<file path="src/rtl/matmul_c_drain.sv">
// rtl/matmul_c_drain.sv - de-skews the tile's diagonal C row streams into whole-row C memory writes
module matmul_c_drain #(
    parameter int DWIDTH        = 16,
    parameter int AWIDTH        = 7,
    parameter int N             = 4,
    parameter int FIRST_CAPTURE = 19,
    parameter int C_BASE        = 0
) (
    input  logic                  clk,
    input  logic                  reset,
    input  logic                  start_mat_mul,
    input  logic [N*DWIDTH-1:0]   c_data_in,
    output logic [AWIDTH-1:0]     c_addr,
    output logic [N*DWIDTH-1:0]   c_data,
    output logic                  c_we,
    output logic                  done_drain
);

    localparam int RW       = (N > 1) ? $clog2(N) : 1;
    localparam int LAST_CAP = FIRST_CAPTURE + 2*N - 2;
    localparam int ROW0_END = FIRST_CAPTURE + N - 1;

    typedef enum logic [2:0] {
        IDLE    = 3'd0,
        WAIT    = 3'd1,
        CAPTURE = 3'd2,
        WRITE   = 3'd3,
        DONE    = 3'd4
    } state_t;

    state_t                  r_state;
    state_t                  w_next;
    logic [7:0]              r_cnt;
    logic [DWIDTH-1:0]       r_buf [N][N];
    logic [AWIDTH-1:0]       r_addr;
    logic [N*DWIDTH-1:0]     r_data;
    logic                    r_we;
    logic                    r_done;

    int                      w_row_i;
    logic [RW-1:0]           w_row;
    logic                    w_wr_en;
    logic                    w_capture;
    logic [N*DWIDTH-1:0]     w_row_word;
    logic [31:0]             w_addr_full;

    always_comb begin
        w_next = r_state;
        case (r_state)
            IDLE:    w_next = (int'(r_cnt) == FIRST_CAPTURE - 1) ? CAPTURE : WAIT;
            WAIT:    if (int'(r_cnt) == FIRST_CAPTURE - 1) w_next = CAPTURE;
            CAPTURE: if (int'(r_cnt) == LAST_CAP) w_next = WRITE;
            WRITE:   w_next = DONE;
            DONE:    w_next = DONE;
            default: w_next = IDLE;
        endcase
        if (!start_mat_mul) w_next = IDLE;
    end

    // Row r completes on the same edge its write is registered, so the last
    // element is forwarded straight from the input rather than from r_buf.
    always_comb begin
        w_capture   = start_mat_mul && (r_state == CAPTURE);
        w_row_i     = int'(r_cnt) - ROW0_END;
        w_row       = w_row_i[RW-1:0];
        w_wr_en     = w_capture && (w_row_i >= 0) && (w_row_i < N);
        w_addr_full = 32'(C_BASE + w_row_i);
        w_row_word  = '0;
        for (int j = 0; j < N; j++) begin
            if (j == N - 1)
                w_row_word[j*DWIDTH +: DWIDTH] = c_data_in[w_row*DWIDTH +: DWIDTH];
            else
                w_row_word[j*DWIDTH +: DWIDTH] = r_buf[w_row][j];
        end
    end

    always_ff @(posedge clk or negedge reset) begin
        if (!reset) begin
            r_state <= IDLE;
            r_cnt   <= 8'd0;
            r_addr  <= '0;
            r_data  <= '0;
            r_we    <= 1'b0;
            r_done  <= 1'b0;
            for (int r = 0; r < N; r++)
                for (int j = 0; j < N; j++)
                    r_buf[r][j] <= '0;
        end else begin
            r_state <= w_next;
            r_we    <= w_wr_en;
            r_done  <= (w_next == DONE);
            if (!start_mat_mul)
                r_cnt <= 8'd0;
            else if (r_cnt != 8'hFF)
                r_cnt <= r_cnt + 8'd1;
            if (w_capture) begin
                for (int r = 0; r < N; r++)
                    for (int j = 0; j < N; j++)
                        if (int'(r_cnt) == FIRST_CAPTURE + r + j)
                            r_buf[r][j] <= c_data_in[r*DWIDTH +: DWIDTH];
            end
            if (w_wr_en) begin
                r_addr <= w_addr_full[AWIDTH-1:0];
                r_data <= w_row_word;
            end
        end
    end

    // Gating with start keeps an abort from letting a queued write through.
    assign c_we       = r_we & start_mat_mul;
    assign c_addr     = r_addr;
    assign c_data     = r_data;
    assign done_drain = r_done;

endmodule

</file>
<file path="config.mk">
export PLATFORM = sky130hd
export DESIGN_NAME = matmul_c_drain
export DESIGN_NICKNAME = d
export VERILOG_FILES = /design/src/rtl/matmul_c_drain.sv
export SDC_FILE = /design/constraint.sdc
export NUM_CORES = 1
export LEC_CHECK = 0
export ABC_AREA = 1
export BUFFER_PORTS_ARGS = -buffer_cell sky130_fd_sc_hd__buf_2
export CAP_MARGIN = 10
export CORE_ASPECT_RATIO = 0.8
export CORE_MARGIN = 8
export CORE_UTILIZATION = 50
export DETAILED_ROUTE_END_ITERATION = 7
export GPL_ROUTABILITY_DRIVEN = 1
export PLACE_DENSITY = 0.77
export SLEW_MARGIN = 20
export SYNTH_ARGS = -nofsm -noshare
export SYNTH_HDL_FRONTEND = slang
export SYNTH_SLANG_ARGS = --single-unit
</file>
<file path="constraint.sdc">
create_clock -name clk -period 3.73 [get_ports clk]
set_clock_uncertainty 0.1 [all_clocks]
set_input_delay 0.746 -clock clk [delete_from_list [all_inputs] [get_ports clk]]
set_output_delay 0.746 -clock clk [all_outputs]
set_load 0.05 [all_outputs]
</file>
==> flow_metrics.env <==
export IMPL_buffer_ports_inserted=139
export IMPL_rsz0062_at_grt="false"
export IMPL_setup_viol_count_final=0
export IMPL_cts_root_buf="clkbuf_16"
export IMPL_layout_cells_most_common_list="nand2_1 (349), o21ai_0 (298), dfrtp_1 (274)"
export IMPL_total_power_mw=6.52
export IMPL_globalRoute_totalOverflow=0
export IMPL_synthesis_instances=1603
export IMPL_cts_made_buffers=27
export IMPL_report_final_hold_viol_count=0
export IMPL_num_io_pins=140
export IMPL_synth_mux_area_share_pct=0
export IMPL_totalNegativeSetupSlack_ps=0
export IMPL_die_area_sq_mm=0.0309
export IMPL_vdd_drop_max_mv=0.330
export IMPL_postLayoutCellArea_sq_mm=0.0147
export IMPL_clockBufferDepth=3
export IMPL_horiz_die_dim_um=195
export IMPL_hold_ws_ps=66.3
export IMPL_drive_gt1_share_pct=12.8
export IMPL_leading_post_synthesis_cells_by_cell_area="dfrtp_1 (54%), o21ai_0 (12%), nand2_1 (10%), inv_1 (7.2%), nor2_1 (3.3%)"
export IMPL_crit_chain="buf_4 > inv_1 > ha_1 > inv_1 > nor2_1 > nand2_2 > buf_4 > o21ai_0"
export IMPL_route_detailed_wl_per_inst_um=19.7
export IMPL_synth_xor_area_share_pct=0
export IMPL_setup_ws_ps=1110
export IMPL_dp_hpwl_mm=26.6
export IMPL_power_per_cell_area_mw_per_mm2=445
export IMPL_drt_wl_total_mm=40.1
export IMPL_finalMaxSlewViolations=0
export IMPL_fin_crit_sh_pct=70.3
export IMPL_synth_compound_area_share_pct=16.5
export IMPL_grt_start_max_net_pins=131
export IMPL_leakage_nw=7.43
export IMPL_hp_class="primary input to async pin"
export IMPL_start_util_pct=50.7
export IMPL_number_of_antenna_violations_at_the_first_check_in_global_routing=0
export IMPL_grt_pass1_vias=10800
export IMPL_crit_path_start_kind="register"
export IMPL_critical_path_max_fanout=96
export IMPL_global_route_usage_total_pct=25.4
export IMPL_post_synth_fa_ha_maj_area_fraction_pct=0.490
export IMPL_synth_net_count=1675
export IMPL_cts_tree="built"
export IMPL_layout_commonest_cell="nand2_1"
export IMPL_post_synth_and_or_nand_nor_area_fraction_pct=18.0
export IMPL_synth_seq_cells=276
export IMPL_routabilityCongestion=0.845
export IMPL_post_layout_min_period_ps=2620
export IMPL_drc_viols=0
export IMPL_number_of_placed_cells_counting_well_taps=1984
export IMPL_worstPathBufferInverterCount=4
export IMPL_synth_distinct_cells=24
export IMPL_synth_sequential_area_ratio_pct=54.1
export IMPL_maxClockFrequency_mhz=381
export IMPL_detailed_place_area_sq_mm=0.0137
export IMPL_critPathCaptureType="register"
export IMPL_max_cap_viol_count=0
export IMPL_syn_mean_instance_area_sq_um=7.97
export IMPL_outcome="completed"
export IMPL_post_cts_setup_buffers=0
export IMPL_yosys_area_top_type="dfrtp_1"
export IMPL_dominant_combinational_cell_family_by_area_after_synthesis="simple AND/OR/NAND/NOR gates"
export IMPL_detail_route_vias_per_cell=5.72
export IMPL_top_cell_type_s_share_of_synthesized_area_pct=54.1
export IMPL_number_of_detailed_routing_iterations_run_before_antenna_repair=5
export IMPL_synth_cell_area_sq_mm=0.0128
export IMPL_place_worst_setup_slack_ps=1070
export IMPL_worst_skew_pair_late_latency_ps=540
export IMPL_floorplan_rows=52
export IMPL_cts_hold_buf=0
export IMPL_design_final_nets=1761
export IMPL_timing_setup_critical_path_class="register to register"
export IMPL_worst_slew_pin_slew_ps=966
export IMPL_cts_htree_levels=1
export IMPL_finalNonFillerCells=2033
export IMPL_grt_pass1_wl_mm=62.9
export IMPL_critical_path_arrival_ps=2890
export IMPL_max_slew_margin_pct=35.6
export IMPL_critical_path_top_delay_family="buffers and inverters"
export IMPL_drt_iter0_drc=1674
export IMPL_utilization_pct=58.2
export IMPL_post_cts_resized=0
export IMPL_clock_sinks=276
export IMPL_cp_slowest_stage_delay_ps=720
export IMPL_critical_path_slowest_cell="buf_4"
export IMPL_antenna_cells_inserted=0
export IMPL_layout_filler_cells=2207
export IMPL_number_of_nets_with_antenna_violations_after_routing=0
export IMPL_die_height_um=159
export IMPL_yosysWarningCount=0
export IMPL_area_growth_pct=14.7
export IMPL_dr_total_vias=11600
export IMPL_clk_pin_slew_worst_paths_ps=70
export IMPL_critical_path_required_ps=3990
export IMPL_design_core_area_sq_mm=0.0252
==> state kept, by name, indices dropped and copies added, names as in the netlist <==
signal	cells
r_buf	192
r_we	1
c_addr	7
r_cnt	8
c_data	64
done_drain	1
r_state	3
==> path summary, 6_finish.rpt <==
check | from | end | slack (ps) | cells past startpoint
hold reg to reg | c_addr[4] | c_addr[4] | 370 | 2
hold / removal | reset | c_data[11] | 70 | 1
setup reg to reg | r_cnt[1] | r_buf[171] | 1110 | 8
setup / recovery | r_cnt[1] | r_buf[171] | 1110 | 8
max in group asynchronous | reset | c_data[46] | 2570 | 2
min in group clk | c_addr[4] | c_addr[4] | 370 | 2
==> layer usage <==
layer,global-route usage [%],vias to the layer above,share of wire (%)
met4,8.18,0,3.4
met2,38.1,675,44
met1,36.3,5613,42
met3,5.45,73,10
li1,-,5265,-
met5,0,-,0
==> cell families (layout without fill, tap and decap cells) <==
logic type                 Yosys count  in the layout
adders and majority gates            5              5
buffers and inverters              352            458
DFF                                276            276
AOI/OAI and AO/OA                  407            407
and+or+nand+nor                    563            563
==> report_power, final <==
| group | internal, mW | switching [mW] |
|---|---|---|
| Clock | 1.82 | 1.18 |
| Combinational | 0.136 | 0.380 |
| Sequential | 3.00 | 0.00818 |
| Total | 4.95 | 1.57 |
==> cell usage after synthesis, drive strengths merged <==
cell type,instances
a21oi,29
nor2,111
nand3b,1
dfrtp,276
inv,247
clkbuf,68
a211oi,1
buf,37
nand3,78
nand4,19
a31oi,2
ha,5
a22oi,1
o21ai,327
nand2,351
o22ai,47
nor3,3
==> area by class of cell <==
cell class | instances | area, sq um | area share, %
flip-flops and latches | 276 | 6910 | 47.2
multi-input cells | 975 | 4480 | 30.6
repair buffers | 162 | 953 | 6.51
inverters | 247 | 927 | 6.33
clock buffers | 39 | 791 | 5.40
well taps | 324 | 405 | 2.77
clock inverters | 10 | 183 | 1.25
No activity file was read; power rests on OpenSTA's default activity.
